[config.mk]
export PLATFORM = sky130hd
export DESIGN_NAME = predictor_drv_flat
export DESIGN_NICKNAME = d
export VERILOG_FILES = /design/src/rtl/predictor_drv_if.sv /design/src/rtl/predictor_drv.sv /design/src/flat_wrapper.sv
export SDC_FILE = /design/constraint.sdc
export NUM_CORES = 1
export LEC_CHECK = 0
export ABC_AREA = 1
export CORE_UTILIZATION = 30
export CTS_CLUSTER_SIZE = 28
export DETAILED_ROUTE_END_ITERATION = 6
export PLACE_DENSITY = 0.63
export SLEW_MARGIN = 20
export SYNTH_ARGS = -nofsm -noshare
export SYNTH_HDL_FRONTEND = slang
export SYNTH_SLANG_ARGS = --single-unit
[constraint.sdc]
create_clock -name clk_1 -period 2.4 [get_ports clk_1]
set_input_delay 0.36 -clock clk_1 [delete_from_list [all_inputs] [get_ports clk_1]]
set_output_delay 0.36 -clock clk_1 [all_outputs]
set_load 0.1 [all_outputs]
[src/rtl/predictor_drv_if.sv]
// Core-side ap_ctrl_hs handshake and read-port bundle for the predictor core.
// master: the driver (issues start, serves reads); slave: the predictor core.
interface predictor_drv_if #(
   parameter int unsigned DW = 64
);
   logic          pred_ap_start;
   logic          pred_ap_ready;
   logic          pred_ap_done;
   logic          pred_ap_idle;
   logic          xhat_address0;
   logic          xhat_ce0;
   logic [DW-1:0] xhat_q0;
   logic          xhat_address1;
   logic          xhat_ce1;
   logic [DW-1:0] xhat_q1;
   logic [DW-1:0] uk;
   logic [DW-1:0] yhat;
   logic          yhat_ap_vld;

   modport master (
      output pred_ap_start, xhat_q0, xhat_q1, uk,
      input  pred_ap_ready, pred_ap_done, pred_ap_idle,
      input  xhat_address0, xhat_ce0, xhat_address1, xhat_ce1,
      input  yhat, yhat_ap_vld
   );

   modport slave (
      input  pred_ap_start, xhat_q0, xhat_q1, uk,
      output pred_ap_ready, pred_ap_done, pred_ap_idle,
      output xhat_address0, xhat_ce0, xhat_address1, xhat_ce1,
      output yhat, yhat_ap_vld
   );
endinterface

[src/rtl/predictor_drv.sv]
// Initiator for the predictor core: snapshots xhat/uk on a sample tick, pulses ap_start,
// serves the core's two read ports from the snapshot and returns yhat with a 1-cycle valid.
// Optional macro PRED_DRV_TIMEOUT_EN: abort WAIT after TIMEOUT_CYC cycles, sticky timeout.
module predictor_drv #(
   parameter int unsigned DW          = 64,
   parameter int unsigned OVR_W       = 16,
   parameter int unsigned LAT_W       = 8,
   parameter int unsigned TIMEOUT_CYC = 64
) (
   input  logic             clk_1,
   input  logic             ap_rst_n,
   input  logic             ce_1,
   input  logic             sample_tick,
   input  logic [DW-1:0]    xhat0_in,
   input  logic [DW-1:0]    xhat1_in,
   input  logic [DW-1:0]    uk_in,
   predictor_drv_if.master  core,
   output logic [DW-1:0]    y_out,
   output logic             y_valid,
   output logic             busy,
   output logic [OVR_W-1:0] overrun_cnt,
   output logic [LAT_W-1:0] last_lat,
   output logic             timeout
);

   typedef enum logic [1:0] {StIdle, StStart, StWait} state_e;

   state_e           state_q, state_d;
   logic             start_q, start_d;
   logic [DW-1:0]    snap_x0_q, snap_x0_d;
   logic [DW-1:0]    snap_x1_q, snap_x1_d;
   logic [DW-1:0]    snap_u_q, snap_u_d;
   logic [DW-1:0]    q0_q, q0_d;
   logic [DW-1:0]    q1_q, q1_d;
   logic [DW-1:0]    y_out_q, y_out_d;
   logic             y_valid_q, y_valid_d;
   logic [OVR_W-1:0] ovr_q, ovr_d;
   logic [LAT_W-1:0] lat_q, lat_d;
   logic [LAT_W-1:0] last_lat_q, last_lat_d;

`ifdef PRED_DRV_TIMEOUT_EN
   localparam int unsigned WcntW = $clog2(TIMEOUT_CYC + 1);
   logic [WcntW-1:0] wait_cnt_q, wait_cnt_d;
   logic             timeout_q, timeout_d;
`else
   localparam int unsigned unused_timeout_cyc = TIMEOUT_CYC;
`endif

   // Handshake status the core reports but which never gates the FSM.
   logic unused_core_status;
   assign unused_core_status = core.pred_ap_done ^ core.pred_ap_idle;

   // Next-state logic for FSM, snapshots, read ports, counters and result capture.
   always_comb begin
      state_d    = state_q;
      start_d    = start_q;
      snap_x0_d  = snap_x0_q;
      snap_x1_d  = snap_x1_q;
      snap_u_d   = snap_u_q;
      q0_d       = q0_q;
      q1_d       = q1_q;
      y_out_d    = y_out_q;
      y_valid_d  = 1'b0;
      ovr_d      = ovr_q;
      lat_d      = lat_q;
      last_lat_d = last_lat_q;
`ifdef PRED_DRV_TIMEOUT_EN
      wait_cnt_d = wait_cnt_q;
      timeout_d  = timeout_q;
`endif

      if (core.xhat_ce0) q0_d = core.xhat_address0 ? snap_x1_q : snap_x0_q;
      if (core.xhat_ce1) q1_d = core.xhat_address1 ? snap_x1_q : snap_x0_q;

      // Any tick seen outside IDLE is dropped, including the cycle WAIT finishes.
      if (sample_tick && (state_q != StIdle) && (ovr_q != '1)) ovr_d = ovr_q + OVR_W'(1);

      if ((state_q != StIdle) && (lat_q != '1)) lat_d = lat_q + LAT_W'(1);

      case (state_q)
         StIdle: begin
            if (sample_tick) begin
               snap_x0_d = xhat0_in;
               snap_x1_d = xhat1_in;
               snap_u_d  = uk_in;
               lat_d     = '0;
               start_d   = 1'b1;
               state_d   = StStart;
            end
         end
         StStart: begin
            if (core.pred_ap_ready) begin
               start_d = 1'b0;
               state_d = StWait;
`ifdef PRED_DRV_TIMEOUT_EN
               wait_cnt_d = '0;
`endif
            end
         end
         StWait: begin
            if (core.yhat_ap_vld) begin
               y_out_d    = core.yhat;
               y_valid_d  = 1'b1;
               last_lat_d = lat_q;
               state_d    = StIdle;
            end
`ifdef PRED_DRV_TIMEOUT_EN
            else if (wait_cnt_q == WcntW'(TIMEOUT_CYC - 1)) begin
               timeout_d = 1'b1;
               state_d   = StIdle;
            end else begin
               wait_cnt_d = wait_cnt_q + WcntW'(1);
            end
`endif
         end
         default: begin
            state_d = StIdle;
            start_d = 1'b0;
         end
      endcase
   end

   // State register; ce_1 gates every update, reset clears everything at once.
   always_ff @(posedge clk_1 or negedge ap_rst_n) begin
      if (!ap_rst_n) begin
         state_q    <= StIdle;
         start_q    <= 1'b0;
         snap_x0_q  <= '0;
         snap_x1_q  <= '0;
         snap_u_q   <= '0;
         q0_q       <= '0;
         q1_q       <= '0;
         y_out_q    <= '0;
         y_valid_q  <= 1'b0;
         ovr_q      <= '0;
         lat_q      <= '0;
         last_lat_q <= '0;
`ifdef PRED_DRV_TIMEOUT_EN
         wait_cnt_q <= '0;
         timeout_q  <= 1'b0;
`endif
      end else if (ce_1) begin
         state_q    <= state_d;
         start_q    <= start_d;
         snap_x0_q  <= snap_x0_d;
         snap_x1_q  <= snap_x1_d;
         snap_u_q   <= snap_u_d;
         q0_q       <= q0_d;
         q1_q       <= q1_d;
         y_out_q    <= y_out_d;
         y_valid_q  <= y_valid_d;
         ovr_q      <= ovr_d;
         lat_q      <= lat_d;
         last_lat_q <= last_lat_d;
`ifdef PRED_DRV_TIMEOUT_EN
         wait_cnt_q <= wait_cnt_d;
         timeout_q  <= timeout_d;
`endif
      end
   end

   assign core.pred_ap_start = start_q;
   assign core.xhat_q0       = q0_q;
   assign core.xhat_q1       = q1_q;
   assign core.uk            = snap_u_q;
   assign y_out              = y_out_q;
   assign y_valid            = y_valid_q;
   assign busy               = (state_q != StIdle);
   assign overrun_cnt        = ovr_q;
   assign last_lat           = last_lat_q;
`ifdef PRED_DRV_TIMEOUT_EN
   assign timeout            = timeout_q;
`else
   assign timeout            = 1'b0;
`endif

endmodule

[src/flat_wrapper.sv]
// flat-port wrapper written by rule: the top's interface ports become plain ports
module predictor_drv_flat 
#(
   parameter int unsigned DW          = 64,
   parameter int unsigned OVR_W       = 16,
   parameter int unsigned LAT_W       = 8,
   parameter int unsigned TIMEOUT_CYC = 64
)
  (clk_1, ap_rst_n, ce_1, sample_tick, xhat0_in, xhat1_in, uk_in, y_out, y_valid, busy, overrun_cnt, last_lat, timeout, core_pred_ap_start, core_xhat_q0, core_xhat_q1, core_uk, core_pred_ap_ready, core_pred_ap_done, core_pred_ap_idle, core_xhat_address0, core_xhat_ce0, core_xhat_address1, core_xhat_ce1, core_yhat, core_yhat_ap_vld);
  predictor_drv_if #(.DW(DW)) core_i ();
  input  logic clk_1;
  input  logic ap_rst_n;
  input  logic ce_1;
  input  logic sample_tick;
  input  logic [DW-1:0] xhat0_in;
  input  logic [DW-1:0] xhat1_in;
  input  logic [DW-1:0] uk_in;
  output logic [DW-1:0] y_out;
  output logic y_valid;
  output logic busy;
  output logic [OVR_W-1:0] overrun_cnt;
  output logic [LAT_W-1:0] last_lat;
  output logic timeout;
  output wire logic [$bits(core_i.pred_ap_start)-1:0] core_pred_ap_start;
  output wire logic [$bits(core_i.xhat_q0)-1:0] core_xhat_q0;
  output wire logic [$bits(core_i.xhat_q1)-1:0] core_xhat_q1;
  output wire logic [$bits(core_i.uk)-1:0] core_uk;
  input wire logic [$bits(core_i.pred_ap_ready)-1:0] core_pred_ap_ready;
  input wire logic [$bits(core_i.pred_ap_done)-1:0] core_pred_ap_done;
  input wire logic [$bits(core_i.pred_ap_idle)-1:0] core_pred_ap_idle;
  input wire logic [$bits(core_i.xhat_address0)-1:0] core_xhat_address0;
  input wire logic [$bits(core_i.xhat_ce0)-1:0] core_xhat_ce0;
  input wire logic [$bits(core_i.xhat_address1)-1:0] core_xhat_address1;
  input wire logic [$bits(core_i.xhat_ce1)-1:0] core_xhat_ce1;
  input wire logic [$bits(core_i.yhat)-1:0] core_yhat;
  input wire logic [$bits(core_i.yhat_ap_vld)-1:0] core_yhat_ap_vld;
  assign core_pred_ap_start = core_i.pred_ap_start;
  assign core_xhat_q0 = core_i.xhat_q0;
  assign core_xhat_q1 = core_i.xhat_q1;
  assign core_uk = core_i.uk;
  assign core_i.pred_ap_ready = core_pred_ap_ready;
  assign core_i.pred_ap_done = core_pred_ap_done;
  assign core_i.pred_ap_idle = core_pred_ap_idle;
  assign core_i.xhat_address0 = core_xhat_address0;
  assign core_i.xhat_ce0 = core_xhat_ce0;
  assign core_i.xhat_address1 = core_xhat_address1;
  assign core_i.xhat_ce1 = core_xhat_ce1;
  assign core_i.yhat = core_yhat;
  assign core_i.yhat_ap_vld = core_yhat_ap_vld;
  predictor_drv #(.DW(DW), .OVR_W(OVR_W), .LAT_W(LAT_W), .TIMEOUT_CYC(TIMEOUT_CYC)) u_core (.clk_1(clk_1), .ap_rst_n(ap_rst_n), .ce_1(ce_1), .sample_tick(sample_tick), .xhat0_in(xhat0_in), .xhat1_in(xhat1_in), .uk_in(uk_in), .core(core_i), .y_out(y_out), .y_valid(y_valid), .busy(busy), .overrun_cnt(overrun_cnt), .last_lat(last_lat), .timeout(timeout));
endmodule
==> results of run 1 <==
[what timing repair did]
item	in CTS	in global routing
endpoints found under the hold margin	51	0
setup endpoints to repair	0	0
hold buffers	1	0
[layer usage]
| layer | up-vias | GRT usage [%] | part of all wire [%] |
|---|---|---|---|
| li1 | 7104 | - | - |
| met1 | 7126 | 22.4 | 41 |
| met2 | 389 | 30.3 | 49 |
| met3 | 104 | 5.02 | 6.6 |
| met4 | 12 | 6.94 | 3.3 |
| met5 | - | 0 | 0.14 |
[state kept, by name (all words and copies together), names as in the netlist]
signal / count
u_core.core.uk: 64
u_core.core.xhat_q0: 64
u_core.core.xhat_q1: 64
u_core.snap_x0_q: 64
u_core.snap_x1_q: 64
u_core.y_out: 64
u_core.overrun_cnt: 16
u_core.last_lat: 8
u_core.lat_q: 8
u_core.state_q: 2
u_core.core.pred_ap_start: 1
u_core.y_valid: 1
[stage by stage]
step	cell area, um2	worst slack (ns)	util (%)
finish	24800	0.484	43.8
global route	24800	0.271	43.8
CTS	24800	0.490	43.8
detailed placement	23100	0.0915	40.8
global placement	23100	0.108	40.8
floorplan	17200	0.152	-
[area by class of cell]
cell class	instances	area, um2	area share [%]
inverters	91	349	1.41
multi-input cells	1274	5870	23.7
diodes	4	10.0	0.0403
well taps	756	946	3.81
flip-flops and latches	420	10500	42.3
repair buffers	597	5440	21.9
clock buffers	71	1440	5.79
clock inverters	11	262	1.05
[worst reg2reg max path: stages (launching register included)]
cell	delay (ns)
dfrtp_1	0.43
ha_1	0.28
nand3_2	0.13
nor3_2	0.18
nand2_1	0.14
nand2_2	0.25
nand2_4	0.19
nand2_1	0.11
o21ai_0	0.08
[path summary, 6_finish.rpt]
path                                                    from                             endpoint  slack (ns)  depth (start not counted)
hold / removal                            core_xhat_address0  u_core.core.xhat_q0[17]$_DFFE_PN0P_        0.27                          3
setup reg to reg           u_core.overrun_cnt[1]$_DFFE_PN0P_    u_core.overrun_cnt[9]$_DFFE_PN0P_        0.48                          8
setup / recovery           u_core.overrun_cnt[1]$_DFFE_PN0P_    u_core.overrun_cnt[9]$_DFFE_PN0P_        0.48                          8
max in group asynchronous                           ap_rst_n        u_core.core.uk[7]$_DFFE_PN0P_        1.21                          3
hold reg to reg               u_core.core.uk[19]$_DFFE_PN0P_       u_core.core.uk[19]$_DFFE_PN0P_        0.47                          2
min in group asynchronous                           ap_rst_n         u_core.y_out[29]$_DFFE_PN0P_        0.42                          2
[cells by family (layout without fill, tap and decap cells)]
| family | count (synthesis) | count (layout) | share of synthesized area, % |
|---|---|---|---|
| simple gates | 848 | 848 | 18.9 |
| flops | 420 | 420 | 61.0 |
| compound gates | 345 | 345 | 10.0 |
| buf+inv | 201 | 770 | 4.98 |
| mux | 66 | 66 | 4.31 |
| xor+xnor | 12 | 12 | 0.610 |
| fa+ha+maj | 2 | 2 | 0.145 |
| other cells | 1 | 5 | 0.0218 |
[synthesized netlist by cell type, types with 3 or more instances]
library cell,count
a21oi_1,132
inv_1,88
nor3_1,3
o21ai_1,6
xnor2_1,3
nand2_1,531
nand3_1,20
buf_2,71
inv_2,3
xor2_1,9
o21ai_0,205
dfrtp_1,420
clkbuf_1,31
nand4_1,4
nor2_1,281
buf_1,5
mux2_2,66
==> reports/results.tsv, run 1 <==
stage	metric	value	unit
placement	io_buffer_count	548	
critical_path	crit_slowest_cell	dfrtp_1	
die	die-area	0.0584	mm2
grt	grt_usage	18.2	%
sta	skew	0.0176	ns
route	drt_first_pass_iters	5	
final_layout	final_cell_mix	nand2_1 (531), dfrtp_1 (420), buf_4 (310)	
sta	hold_viol	0	
route	ant_nets	0	
die	die_height	242	um
critical_path	arrival	2.34	ns
critical_path	path_cells	ha_1 -> nand3_2 -> nor3_2 -> nand2_1 -> nand2_2 -> nand2_4 -> nand2_1 -> o21ai_0	
route	vias	14700	
grt	grt_pass1_wl	84600	um
logic_synthesis	syn_nets	2165	
logic_synthesis	yosysSeqAreaShare	61.0	%
clock_network	cts_max_level	2	
final_layout	mostFrequentLayoutCell	nand2_1	
logic_synthesis	ys.flop_type	dfrtp_1	
die	fp.dieW	242	um
clock_network	cts_setup_buffers	0	
grt	grt_pass1_vias	14900	
logic_synthesis	syn_inst	1895	
run_status	status	finished clean	
clock_network	cts-root-buf	clkbuf_16	
sta	relSlewSlack	58.5	%
flow_run	drv_cap	0	
die	row_count	87	
sta	worst_hold_slack	0.265	ns
final_layout	finish.net_count	2700	
logic_synthesis	async_flop_share	100	%
sta	rsz0062_at_grt	no	
logic_synthesis	synth-seq-cells	420	
clock_network	cts_tree	built	
sta	fmax	522	MHz
logic_synthesis	synth-warning-count	0	
critical_path	cp-end-kind	register	
hold_path	hold_class	primary input to register	
clock_network	clk_pin_slew	0.06	ns
critical_path	cp_max_fo	19	
sta	setup_viol	0	
critical_path	max_stage_delay	0.43	ns
placement	dp_hpwl	38400	um
critical_path	crit_type	register to register	
sta	setup-tns-final	0	ns
critical_path	cp.required	2.83	ns
logic_synthesis	ys_top_cells_by_area	dfrtp_1 (61%), nand2_1 (12%), nor2_1 (6.1%)	
final_layout	fillers	5465	
critical_path	start_kind	register	
sta	min_period_over_period	79.8	%
final_layout	stdcell_count	3224	
placement	place.gp.congestion	0.885	
logic_synthesis	syn_area_per_cell	9.10	um2
critical_path	crit_buf_inv	0	
logic_synthesis	synth_top_area_cell	dfrtp_1	
logic_synthesis	netlist_area	0.0172	mm2
final_layout	drive_gt1_share	19.8	%
logic_synthesis	netlist-cell-type-count	31	
sta	slew_viol_final	0	
sta	tightestPinTransition	0.623	ns
sta	finalCriticalPeriod	1.92	ns
route	remaining_drc_errors	0	
grt	antenna_found_initial	10	
route	first_iter_violations	694	
clock_network	tritoncts.num_buffers	46	
final_layout	syn2layout_area_growth	44.0	%
die	start_util	30.5	%
clock_network	worst_skew_pair.late_latency	0.57	ns
die	io-pin-count	552	
grt	gr-total-overflow	0	
clock_network	cts.path.max_buffers	3	
route	routed_wl	54100	um
critical_path	critPathTopFamily	simple AND/OR/NAND/NOR gates	
die	core-area	0.0566	mm2
critical_path	path_common_cell	nand2_1	
grt	grt_max_degree	72	
logic_synthesis	synth_top_area_share	61.0	%
route	viasPerCell	4.57	
clock_network	cts-resized-gates	0	
clock_network	cts_sinks	420	
placement	dp_cells	3137	
logic_synthesis	synth_edf_count	0	
route	wl_per_cell	16.8	um
Power of run 1 is left out: the tool's default activity adds up to more than one toggle a clock period on the data nets, which glitch-free logic cannot reach.
==> run 2: changes to the inputs <==
Clock period 2.4 ns to 2 ns, I/O delays scaled along.
==> reports/results.tsv, run 2 (synthesis results as in run 1) <==
stage	metric	value	unit	change
route	wl_per_cell	17.1	um	+2.0%
clock_network	cts_setup_buffers	0		unchanged
clock_network	worst_skew_pair.late_latency	0.57	ns	about the same
grt	grt_pass1_vias	14900		+0.52%
critical_path	startpoint	u_core.overrun_cnt[0]$_DFFE_PN0P_		
critical_path	path_common_cell	nand2_1		
route	vias	15000		+1.6%
sta	finalCriticalPeriod	1.77	ns	-0.146 ns
sta	min_period_over_period	88.5	%	+8.7 points
flow_run	drv_cap	0		unchanged
critical_path	crit_slowest_cell	dfrtp_2		
sta	fmax	565	MHz	+8.2%
die	die-area	0.0584	mm2	unchanged
placement	dpl-instance-area	0.0234	mm2	+1.2%
critical_path	cp.required	2.44	ns	-0.39 ns
route	ant_nets	0		unchanged
final_layout	syn2layout_area_growth	44.8	%	
grt	grt_usage	18.6	%	+0.40 points
sta	hold_viol	0		unchanged
critical_path	reg2reg_from	u_core.overrun_cnt[0]$_DFFE_PN0P_		
clock_network	tritoncts.num_buffers	48		+4.3%
critical_path	cp_max_fo	19		unchanged
sta	tightestPinTransition	0.610	ns	-0.0132 ns
final_layout	drive_gt1_share	20.7	%	+0.94 points
critical_path	cp-end-kind	register		
critical_path	arrival	2.21	ns	-0.13 ns
sta	rsz0062_at_grt	no		
die	fp.dieW	242	um	unchanged
route	viasPerCell	4.60		+0.58%
die	die_height	242	um	unchanged
sta	relSlewSlack	59.3	%	+0.88 points
grt	gr-total-overflow	0		unchanged
placement	preCtsSetupSlack	-0.0637	ns	-0.155 ns
critical_path	path_cells	ha_1 -> nand3_2 -> nor3_2 -> nand2_1 -> nand2_2 -> nand2_4 -> nand2_1 -> o21ai_0		
die	io-pin-count	552		unchanged
grt	grt_max_degree	77		+6.9%
hold_path	hold_class	primary input to register		
run_status	status	finished clean		
hold_path	hp-start	core_xhat_address0		
clock_network	clk_pin_slew	0.06	ns	about the same
route	remaining_drc_errors	0		unchanged
sta	slew_viol_final	0		unchanged
route	routed_wl	55800	um	+3.1%
clock_network	cts-resized-gates	0		unchanged
final_layout	final_cell_mix	nand2_1 (531), dfrtp_1 (414), buf_4 (337)		
final_layout	design_area	0.0250	mm2	+0.59%
clock_network	cts_max_level	2		unchanged
die	row_count	87		unchanged
critical_path	start_kind	register		
critical_path	crit_type	register to register		
final_layout	finish.net_count	2733		+1.2%
grt	grt_pass1_wl	86100	um	+1.8%
placement	dp_hpwl	40100	um	+4.4%
sta	skew	0.0186	ns	+0.000997 ns
sta	setup_viol	0		unchanged
die	start_util	30.5	%	unchanged
final_layout	mostFrequentLayoutCell	nand2_1		
clock_network	cts-root-buf	clkbuf_16		
clock_network	cts.path.max_buffers	3		unchanged
placement	place.gp.congestion	0.885		about the same
clock_network	cts_sinks	420		unchanged
clock_network	cts_tree	built		
grt	antenna_found_initial	4		-6
critical_path	max_stage_delay	0.41	ns	-0.02 ns
route	drt_first_pass_iters	5		unchanged
placement	io_buffer_count	548		unchanged
sta	setup-tns-final	0	ns	unchanged
die	core-area	0.0566	mm2	unchanged
sta	setup_ws	0.230	ns	-0.254 ns
route	first_iter_violations	742		+6.9%
## run 2: final timing paths
kind	end	slack [ns]	depth (start not counted)
setup / recovery	u_core.overrun_cnt[8]$_DFFE_PN0P_	0.23	8
hold / removal	u_core.core.xhat_q0[28]$_DFFE_PN0P_	0.19	3
setup reg to reg	u_core.overrun_cnt[8]$_DFFE_PN0P_	0.23	8
hold reg to reg	u_core.core.uk[27]$_DFFE_PN0P_	0.47	2
max in group asynchronous	u_core.core.xhat_q0[46]$_DFFE_PN0P_	0.90	3
min in group asynchronous	u_core.core.uk[49]$_DFFE_PN0P_	0.27	2
## run 2: final cells by class
type                    count  area, um2
fillers                  5460      31600
clock inverters            11        175
diodes                      3       7.51
clock buffers              73       1390
inverters                  91        347
well taps                 756        946
repair buffers            628       5720
multi-input cells        1274       5870
flip-flops and latches    420      10500
## run 2: timing repair
item                                    4_1_cts  5_1_grt
endpoints found under the setup margin        0        0
hold endpoints to repair                     31        0
hold buffers                                  1        0
## run 2: per-stage QoR
step / hold WS (ns) / cells / util (%)
final: 0.186 / 3256 / 44.1
after global routing: 0.179 / 3256 / 44.1
after CTS: 0.133 / 3253 / 44.1
after detailed placement: 0.264 / 3168 / 41.3
after global placement: 0.259 / 3168 / 41.3
after floorplan: 0.00441 / 1895 / -
## run 2: layer usage
layer	GRT usage [%]	routed length, um
met1	23.6	23200
met2	30.6	27000
met3	4.17	3580
met4	7.58	1960
met5	0	0
## run 2: critical path: cells and delay by family, from the launching register on
family	cells	cell delay [ns]
AOI/OAI and AO/OA	1	0.08
DFF	1	0.41
adders and majority gates	1	0.27
and+or+nand+nor	6	0.88
Power of run 2 is left out for the same reason.
==> run 3: changes to the inputs <==
Clock period 2 ns to 2.1 ns, I/O delays scaled along.
==> reports/results.tsv, run 3 (synthesis results as in run 1) <==
stage	metric	value	unit	change
clock_network	cts.path.max_buffers	3		unchanged
route	ant_nets	0		unchanged
die	die_height	242	um	unchanged
sta	min_period_over_period	87.3	%	
route	routed_wl	55400	um	-0.73%
die	row_count	87		unchanged
final_layout	syn2layout_area_growth	45.1	%	
final_layout	mostFrequentLayoutCell	nand2_1		
critical_path	max_stage_delay	0.38	ns	-0.03 ns
critical_path	worstReg2RegEnd	u_core.overrun_cnt[8]$_DFFE_PN0P_		
route	drt_first_pass_iters	5		unchanged
sta	hold_viol	0		unchanged
critical_path	arrival	1.52	ns	-0.69 ns
placement	dp_hpwl	40100	um	+0.12%
grt	grt_pass1_wl	85500	um	-0.67%
die	die-area	0.0584	mm2	unchanged
final_layout	utilization	44.2	%	+0.097 points
grt	use_met1	23.0	%	-0.64 points
grt	grt_usage	18.5	%	-0.073 points
run_status	status	finished clean		
clock_network	cts_sinks	420		unchanged
route	remaining_drc_errors	0		unchanged
critical_path	cp.required	1.78	ns	-0.66 ns
clock_network	cts_setup_buffers	0		unchanged
sta	slew_viol_final	0		unchanged
hold_path	whs_endpoint	u_core.core.xhat_q0[19]$_DFFE_PN0P_		
grt	grt_max_degree	66		-14%
final_layout	fillers	5433		-0.49%
sta	finalCriticalPeriod	1.83	ns	
die	fp.dieW	242	um	unchanged
clock_network	cts-root-buf	clkbuf_16		
hold_path	hold_class	primary input to register		
grt	grt_pass1_vias	14900		-0.44%
critical_path	r2r_slack	0.35	ns	+0.12 ns
route	first_iter_violations	1016		+37%
final_layout	final_cell_mix	nand2_1 (531), dfrtp_1 (418), buf_4 (329)		
clock_network	clk_pin_slew	0.06	ns	about the same
placement	io_buffer_count	548		unchanged
final_layout	finish.net_count	2731		-0.073%
clock_network	hold_buffers	1		unchanged
critical_path	crit_type	register to primary output		
sta	skew	0.0146	ns	-0.00399 ns
placement	place.gp.congestion	0.911		+2.9%
clock_network	cts-resized-gates	0		unchanged
critical_path	crit_slowest_cell	dfrtp_1		
sta	setup_viol	0		unchanged
critical_path	start_kind	register		
route	viasPerCell	4.60		about the same
sta	rsz0062_at_grt	no		
clock_network	tritoncts.num_buffers	48		unchanged
clock_network	cts_tree	built		
die	start_util	30.5	%	unchanged
clock_network	cts_max_level	2		unchanged
critical_path	reg2reg_from	u_core.overrun_cnt[1]$_DFFE_PN0P_		
flow_run	drv_cap	0		unchanged
grt	grt_use_met2	31.6	%	+0.97 points
sta	fmax	545	MHz	
hold_path	hp-start	core_xhat_address0		
hold_path	min_path_cells	3		unchanged
critical_path	cp_max_fo	4		-15
critical_path	cp-end-kind	primary output		
sta	tightestPinTransition	0.524	ns	-0.0859 ns
die	io-pin-count	552		unchanged
die	core-area	0.0566	mm2	unchanged
grt	grt_use_met3	4.45	%	+0.28 points
critical_path	path_cells	inv_1 -> nand2_2 -> buf_4		
final_layout	drive_gt1_share	20.7	%	about the same
clock_network	worst_skew_pair.late_latency	0.58	ns	about the same
grt	grt.busiest_layer	met2		
route	wl_per_cell	17.0	um	-0.67%
grt	gr-total-overflow	0		unchanged
grt	antenna_found_initial	6		+2
critical_path	r2r_cells	8		unchanged
sta	relSlewSlack	65.1	%	+5.7 points
route	vias	15000		unchanged
[run 3: changes by cell type in the layout (fill, tap and decap cells not counted), moves of 2 or more]
cell,change
bufinv_16,-2
inv_4,+2
dfrtp_2,-4
buf_12,+6
clkbuf_8,+4
clkinvlp_4,-2
clkinv_2,+2
buf_4,-8
dfrtp_1,+4
clkbuf_1,-6
[run 3: area by class of cell]
type                    count  area, um2  area share [%]
diodes                      4       10.0          0.0400
clock buffers              72       1440            5.77
clock inverters            11        113           0.450
inverters                  91        349            1.40
multi-input cells        1274       5870            23.5
flip-flops and latches    420      10500            42.0
well taps                 756        946            3.78
repair buffers            626       5780            23.1
[run 3: metrics by stage]
step,worst slack (ns),std cells,cell area [um2],TNS (ns),hold slack [ns]
2_1_floorplan,0.0358,1895,17200,0,0.0194
3_3_place_gp,-0.0655,3166,23400,-6.27,0.285
3_5_place_dp,-0.0762,3166,23400,-5.20,0.294
4_1_cts,0.225,3250,25000,0,0.204
5_1_grt,0.164,3253,25000,0,0.239
6_report,0.267,3254,25000,0,0.241
[run 3: layer usage]
metal | routed length [um] | vias to the layer above
met5 | 27 | -
met4 | 1530 | 4
met3 | 3530 | 83
met2 | 27700 | 443
met1 | 22600 | 7270
li1 | - | 7167
[run 3: worst max-delay path by stage]
stage | from | to | slack [ns] | cells past startpoint
after floorplan | u_core.overrun_cnt[5]$_DFFE_PN0P_ | u_core.overrun_cnt[14]$_DFFE_PN0P_ | 0.04 | 8
after global placement | ce_1 | u_core.snap_x0_q[59]$_DFFE_PN0P_ | -0.07 | 6
after detailed placement | ce_1 | u_core.snap_x0_q[61]$_DFFE_PN0P_ | -0.08 | 7
after CTS | u_core.state_q[1]$_DFFE_PN0P_ | busy | 0.23 | 3
after global routing | u_core.state_q[1]$_DFFE_PN0P_ | busy | 0.16 | 3
final | u_core.state_q[0]$_DFFE_PN0P_ | busy | 0.27 | 3
[run 3: worst max-delay path: cells and delay by family (launching register included)]
kind,cells,cell delay (ns)
DFF,1,0.38
and+or+nand+nor,1,0.14
buffers and inverters,2,0.42
Power of run 3 is left out for the same reason.
